$ cat config.mk
export PLATFORM = sky130hd
export DESIGN_NAME = db_array
export DESIGN_NICKNAME = d
export VERILOG_FILES = /design/src/rtl/db_array.sv
export SDC_FILE = /design/constraint.sdc
export NUM_CORES = 1
export LEC_CHECK = 0
export CORE_UTILIZATION = 45
export DETAILED_ROUTE_END_ITERATION = 8
export PLACE_DENSITY_LB_ADDON = 0.15
export SYNTH_ARGS = -nofsm -noshare
export SYNTH_HDL_FRONTEND = slang
export SYNTH_SLANG_ARGS = --single-unit
$ cat constraint.sdc
create_clock -name clk -period 4.5 [get_ports clk]
set_input_delay 0.45 -clock clk [delete_from_list [all_inputs] [get_ports clk]]
set_output_delay 0.45 -clock clk [all_outputs]
set_load 0.05 [all_outputs]
$ cat src/rtl/db_array.sv
// Multi-channel switch debouncer: per-channel synchroniser, settle FSM with
// down-counter, registered level/edge outputs and a combined tick flag.
module db_array #(
  parameter int   N           = 4,
  parameter int   CNT_W       = 20,
  parameter int   SYNC_STAGES = 2,
  parameter logic INIT_LEVEL  = 1'b0
) (
  input  logic         clk,
  input  logic         reset,
  input  logic [N-1:0] sw,
  input  logic [N-1:0] en,
  output logic [N-1:0] db_level,
  output logic [N-1:0] rise_tick,
  output logic [N-1:0] fall_tick,
  output logic         any_tick
);

  localparam logic [1:0] ST_ZERO  = 2'd0;
  localparam logic [1:0] ST_WAIT1 = 2'd1;
  localparam logic [1:0] ST_ONE   = 2'd2;
  localparam logic [1:0] ST_WAIT0 = 2'd3;
  localparam logic [1:0] ST_INIT  = INIT_LEVEL ? ST_ONE : ST_ZERO;

  localparam logic [CNT_W-1:0] CNT_MAX = '1;
  localparam logic [CNT_W-1:0] CNT_ONE = CNT_W'(1);

  logic [N-1:0] rise_d;
  logic [N-1:0] fall_d;
  logic         any_q;

  genvar gi;
  generate
    for (gi = 0; gi < N; gi++) begin : g_ch
      logic [SYNC_STAGES-1:0] sync_q;
      logic [1:0]             state_q, state_d;
      logic [CNT_W-1:0]       cnt_q, cnt_d;
      logic                   level_q, level_d;
      logic                   rise_q, fall_q;
      logic                   rise_c, fall_c;
      logic                   sync_bit;

      assign sync_bit = sync_q[SYNC_STAGES-1];

      always_ff @(posedge clk or negedge reset) begin
        if (!reset) begin
          sync_q <= {SYNC_STAGES{INIT_LEVEL}};
        end else begin
          sync_q <= {sync_q[SYNC_STAGES-2:0], sw[gi]};
        end
      end

      // Entering a WAIT state always reloads the full window, so bounces never accumulate.
      always_comb begin
        state_d = state_q;
        cnt_d   = cnt_q;
        level_d = level_q;
        rise_c  = 1'b0;
        fall_c  = 1'b0;
        if (!en[gi]) begin
          state_d = level_q ? ST_ONE : ST_ZERO;
          cnt_d   = '0;
        end else begin
          case (state_q)
            ST_ZERO: begin
              if (sync_bit) begin
                state_d = ST_WAIT1;
                cnt_d   = CNT_MAX;
              end else begin
                cnt_d   = '0;
              end
            end
            ST_WAIT1: begin
              if (!sync_bit) begin
                state_d = ST_ZERO;
                cnt_d   = '0;
              end else if (cnt_q != '0) begin
                cnt_d   = cnt_q - CNT_ONE;
              end else begin
                state_d = ST_ONE;
                level_d = 1'b1;
                rise_c  = 1'b1;
              end
            end
            ST_ONE: begin
              if (!sync_bit) begin
                state_d = ST_WAIT0;
                cnt_d   = CNT_MAX;
              end else begin
                cnt_d   = '0;
              end
            end
            default: begin
              if (sync_bit) begin
                state_d = ST_ONE;
                cnt_d   = '0;
              end else if (cnt_q != '0) begin
                cnt_d   = cnt_q - CNT_ONE;
              end else begin
                state_d = ST_ZERO;
                level_d = 1'b0;
                fall_c  = 1'b1;
              end
            end
          endcase
        end
      end

      always_ff @(posedge clk or negedge reset) begin
        if (!reset) begin
          state_q <= ST_INIT;
          cnt_q   <= '0;
          level_q <= INIT_LEVEL;
          rise_q  <= 1'b0;
          fall_q  <= 1'b0;
        end else begin
          state_q <= state_d;
          cnt_q   <= cnt_d;
          level_q <= level_d;
          rise_q  <= rise_c;
          fall_q  <= fall_c;
        end
      end

      assign rise_d[gi]    = rise_c;
      assign fall_d[gi]    = fall_c;
      assign db_level[gi]  = level_q;
      assign rise_tick[gi] = rise_q;
      assign fall_tick[gi] = fall_q;
    end
  endgenerate

  always_ff @(posedge clk or negedge reset) begin
    if (!reset) begin
      any_q <= 1'b0;
    end else begin
      any_q <= |{rise_d, fall_d};
    end
  end

  assign any_tick = any_q;

endmodule

# Word-level counts from Yosys, hierarchy flattened
# Cells that the tools add are included.
[totals]
elab_cells = 206
in_bits = 10
output_inout_bits = 13
reg_bits = 109
[op_classes]
mux = 112
n_addsub = 4
n_bitwise = 8
eq_ne = 32
reduce_logical = 25
[ops]
columns = ["op", "n"]
rows = [
  ["two-way mux 20 bit", 24],
  ["case mux 20 bit (3 select lines)", 4],
  ["nonzero test 20 bit", 4],
  ["subtractor 20 x 1 -> 20 bit, second input constant", 4],
  ["two-way mux 2 bit", 32],
  ["two-way mux 1 bit", 44],
  ["!= test 3 bit, second input constant", 8],
  ["case mux 2 bit (3 select lines)", 4],
  ["!= test 5 x 3 -> 1 bit, second input constant", 4],
  ["AND reduction 5 bit", 4],
  ["!= test 4 bit, second input constant", 4],
  ["AND reduction 4 bit", 4],
  ["OR reduction 3 bit", 4],
  ["equality test 2 x 1 -> 1 bit, second input constant", 4],
  ["equality test 2 bit, second input constant", 4],
  ["logical NOT 2 bit", 4],
  ["!= test 2 x 1 -> 1 bit, second input constant", 4],
  ["!= test 2 bit, second input constant", 4],
  ["inverter 1 bit", 8],
  ["case mux 1 bit (2 select lines)", 4],
  ["OR reduction 2 bit", 4],
  ["OR reduction 8 bit", 1],
]

# Longest topological paths before layout
[depth]
ltp_word = 6
ltp_mapped = 8
ltp_nobuf = 7

# Least setup slack after synthesis
# OpenSTA, ideal clock, no wires.
[synth_timing]
path_kind = "register -> register"
start = "reg g_ch[3].cnt_q[0]"
end = "reg g_ch[3].cnt_q[1]"
n_path_buf = 1
stages_incl_launch_ff = 9
t_arrival_ns = 2.342
synth_period_minus_slack_ns = 2.420
t_required_ns = 4.422
setup_time_ns = 0.078
slack_ns = 2.080
path_cell_list = "dfrtp_1 inv_1 ha_1 or4b_2 nor4_2 and2_1 buf_2 mux2_2 a21oi_1"
[synth_via]
elab_chain_cells = 5
word_cells_on_any_way = 7
classes_between = "add/sub (1); mux (5); reduce/logical (1)"
[synth_lines]
columns = ["element", "line_no", "rtl"]
rows = [
  ["start, declared", "37", "logic [CNT_W-1:0] cnt_q, cnt_d;"],
  ["start signal, assigned", "118", "cnt_q <= cnt_d;"],
  ["subtractor 20 x 1 -> 20 bit or nonzero test 20 bit (tied branches)", "n/a", ""],
  ["two-way mux 20 bit (*)", "77, 97", ""],
  ["two-way mux 20 bit (on tied branches)", "94, 74", ""],
  ["case mux 20 bit (3 select lines) (*)", "64", "case (state_q)"],
  ["two-way mux 20 bit (*)", "60", "if (!en[gi]) begin"],
  ["named net g_ch[3].cnt_d[1]", "37", ""],
]
# The timed path passes the listed nets; every way through them passes the cells marked *.
# A chain may end at the register's enable or synchronous reset.

# Worst setup path after layout
[layout_timing]
start = "reg g_ch[0].cnt_q[11]"
end = "reg g_ch[0].cnt_q[19]"
[layout_via]
elab_chain_cells = 5
word_cells_on_any_way = 7
classes_between = "add/sub (1); mux (5); reduce/logical (1)"
[layout_lines]
columns = ["element", "line_no"]
rows = [
  ["start, declared", "37"],
  ["start signal, assigned", "118"],
  ["subtractor 20 x 1 -> 20 bit or nonzero test 20 bit (tied branches)", "n/a"],
  ["two-way mux 20 bit (*)", "77, 97"],
  ["two-way mux 20 bit (on tied branches)", "94, 74"],
  ["case mux 20 bit (3 select lines) (*)", "64"],
  ["two-way mux 20 bit (*)", "60"],
  ["named net g_ch[0].cnt_d[19]", "37"],
]
# Marks and branches as above.

==> results.py <==
metrics = {
    "setup_path": {
        "slowest_stage": "nor4_2",
        "worstSetupStartpointType": "register",
        "number_of_buffer_and_inverter_instances_along_the_worst_setup_path": 0,
        "cp-end-kind": "register",
        "reg2reg_from": "g_ch[0].cnt_q[11]",
        "delay_of_the_slowest_critical_path_stage_ns": 0.98,
        "worstRegToRegCells": 5,
        "critPathTopFamily": "simple AND/OR/NAND/NOR gates",
        "worst-endpoint-required_ns": 4.74,
        "worst-r2r-setup-slack_ns": 1.61,
        "crit_path_max_fanout": 16,
        "worst_r2r_endpoint": "g_ch[0].cnt_q[19]",
        "critical_path.cell_chain": "or4_1, nor4_2, and2_1, nor4_1, a311o_1",
        "worstSetupPathType": "reg -> reg",
        "timing.critical_path.arrival_ns": 3.12,
    },
    "yosys": {
        "yosys_warnings": 0,
        "synthesis.area_per_instance_sq_um": 9.74,
        "synth_fp_nets": 598,
        "synth-seq-cells": 109,
        "synth.cell_area_sq_um": 5660,
        "synthFlopType": "dfrtp_1",
        "synthCells": 581,
        "synth_enable_flop_cells": 0,
        "synth_sequential_area_ratio_pct": 48.2,
        "synth-async-reset-ratio_pct": 100,
        "count_of_distinct_cell_types_in_the_synthesized_netlist": 55,
    },
    "cts": {
        "tritoncts_buffer_count": 9,
        "ctsLongestPathBuffers": 2,
        "cts_post_setup_buffers_inserted": 0,
        "ctsRootBufferMaster": "clkbuf_16",
        "worst_skew_pair.late_latency_ns": 0.36,
        "cts_tree": "yes",
        "hold_buffers": 0,
        "h-tree-depth": 3,
        "cts_num_sinks": 109,
        "clkTransAtPathRegs_ns": 0.07,
        "post_cts_resize_count": 0,
    },
    "grt": {
        "grt_first_pass_wirelength_um": 20400,
        "grt_remaining_overflow": 0,
        "global_route.usage.total_pct": 19.6,
        "grt_pass1_vias": 4208,
        "grt_antenna_before_repair": 0,
        "grt_start_max_net_pins": 73,
    },
    "timing": {
        "final_hold_viol_count": 0,
        "fin_crit_ns": 2.89,
        "worst_slew_pin_slew_ns": 1.29,
        "clock_skew_ns": 0.0132,
        "final.setup.tns_ns": 0,
        "final_min_period_over_clock_period_pct": 64.1,
        "setup_violations": 0,
        "maxSlewHeadroom_pct": 13.5,
        "slew_viol_final": 0,
        "max_clock_freq_mhz": 346,
        "rsz0062_at_grt": "no",
    },
    "power_and_ir_drop": {
        "power_per_standard_cell_area_nw_per_um2": 431,
        "seq_power_share_pct": 45.6,
        "p_sw_share_pct": 32.1,
        "cell_internal_pwr_mw": 1.82,
        "power.leakage_nw": 2.55,
        "peakVddDrop_mv": 0.245,
        "net_switching_power_of_the_design_uw": 859,
        "power.clock.fraction_pct": 31.4,
        "combinationalPowerShare_pct": 23.0,
    },
    "routing": {
        "postRouteAntennaNets": 0,
        "drc": 0,
        "num_vias": 4266,
        "drt_first_iter_violations": 247,
        "routed_wl_um": 11600,
        "via_per_inst": 5.69,
        "wl_per_cell_um": 15.4,
        "number_of_detailed_route_iterations_in_the_first_pass": 4,
    },
    "place": {
        "number_of_port_buffers": 22,
        "dpl.cell_count": 734,
        "place_hpwl_um": 7610,
        "dpl_cell_area_sq_um": 5910,
        "gp_congestion": 0.780,
    },
    "floorplan": {
        "num_io_pins": 23,
        "core-area_sq_um": 12100,
        "initial_utilization_pct": 46.7,
        "die_w_um": 114,
        "die_area_sq_um": 13000,
        "die_y_um": 114,
        "num_rows": 40,
    },
    "finish": {
        "area_delta_synth_final_pct": 9.95,
        "stdcell_count": 750,
        "final_design_area_no_fill_sq_um": 6220,
        "fill_cells": 1142,
        "final-seq-area_sq_um": 2730,
        "final_core_utilization_pct": 51.4,
        "multi_input_area_sq_um": 2670,
        "nNetsFinal": 594,
        "n_antenna_cell": 0,
        "drive_gt1_share_pct": 6.53,
    },
    "flow_run": {
        "maxCapViolCount": 0,
    },
    "outcome": {
        "outcome": "finished, final reports clean",
    },
    "min_path": {
        "hold_path.class": "in -> async",
    },
}
power groups by stage:
stage          combinational [mW]  clock, mW  sequential (mW)
2_1_floorplan               0.511          0             1.19
3_3_place_gp                0.603          0             1.23
3_5_place_dp                0.613          0             1.24
4_1_cts                     0.618      0.871             1.22
5_1_grt                     0.706      0.904             1.24
6_report                    0.617      0.841             1.22
synth_stat cells, types with 6 or more instances:
| cell | n | share of area [%] |
|---|---|---|
| dfrtp_1 | 109 | 48 |
| a21oi_1 | 68 | 6.0 |
| nor2_1 | 32 | 2.1 |
| xnor2_1 | 32 | 5.0 |
| a31oi_1 | 25 | 2.8 |
| clkbuf_1 | 25 | 1.7 |
| nand3_1 | 22 | 1.9 |
| nand2_1 | 21 | 1.4 |
| nor3_1 | 20 | 1.8 |
| nor4_1 | 19 | 2.1 |
| o21ai_0 | 19 | 1.7 |
| inv_1 | 18 | 1.2 |
| xor2_1 | 17 | 2.6 |
| buf_4 | 12 | 1.6 |
| or3_1 | 12 | 1.3 |
| or4_1 | 12 | 1.6 |
| nand4_1 | 10 | 1.1 |
| nand2b_1 | 8 | 0.88 |
| ha_1 | 7 | 1.5 |
| and2_1 | 6 | 0.66 |
| nand3b_1 | 6 | 0.80 |
cell families (layout without fill, tap and decap cells):
family                     count (synthesis)  after routing  share of synthesized area [%]
buffers and inverters                     57             58                           4.62
AOI/OAI and AO/OA                        147            147                           15.5
muxes                                      8              8                           1.48
and+or+nand+nor                          204            204                           21.0
xor gates and xnor gates                  49             49                           7.58
adders and majority gates                  7              7                           1.55
DFF                                      109            109                           48.2
flip-flops by register name, indices dropped and copies added, names as in the netlist, named ones only:
register	count
g_ch.rise_q	4
g_ch.sync_q	8
g_ch.level_q	4
g_ch.state_q	4
g_ch.fall_q	4
g_ch.cnt_q	80
any_tick	1
cell usage in the layout (no fill, tap or decap), types with 18 or more instances in the layout:
cell             instances
nor2_1                  32
a31oi_1                 25
o21ai_0                 19
nor4_1                  19
a21oi_1                 68
nand2_1                 21
xnor2_1                 32
dfrtp_1                109
inv_1                   18
clkdlybuf4s50_1         21
nand3_1                 22
nor3_1                  20
worst max-delay path by stage:
stage	start	depth (start not counted)	slack, ns	end
after CTS	g_ch[0].cnt_q[11]	5	1.63	g_ch[0].cnt_q[17]
after detailed placement	g_ch[0].cnt_q[11]	5	1.66	g_ch[0].cnt_q[17]
after floorplan	g_ch[3].cnt_q[0]	8	2.08	g_ch[3].cnt_q[1]
final	g_ch[0].cnt_q[11]	5	1.61	g_ch[0].cnt_q[19]
after global routing	g_ch[0].cnt_q[11]	5	1.44	g_ch[0].cnt_q[17]
after global placement	g_ch[0].cnt_q[11]	5	1.70	g_ch[0].cnt_q[17]
per-layer routing:
layer | vias up | GRT usage, % | wire length, um
met5 | - | 0 | 0
met1 | 2069 | 27.2 | 5750
met4 | 0 | 6.15 | 110
met2 | 55 | 30.9 | 5360
li1 | 2133 | - | -
met3 | 9 | 4.29 | 363
stage by stage:
step	hold slack (ns)	total power, mW	setup slack, ns
floorplan	0.154	1.70	2.08
global placement	0.333	1.84	1.70
detailed placement	0.336	1.85	1.66
CTS	0.262	2.71	1.63
global route	0.312	2.85	1.44
finish	0.209	2.68	1.61
area by class of cell:
type                    count  share of cell area [%]
repair buffers             24                    3.74
flip-flops and latches    109                    43.8
clock inverters             7                    1.43
inverters                  18                    1.09
multi-input cells         415                    42.9
clock buffers               9                    3.62
well taps                 168                    3.38
No activity file was read; power rests on OpenSTA's default activity.
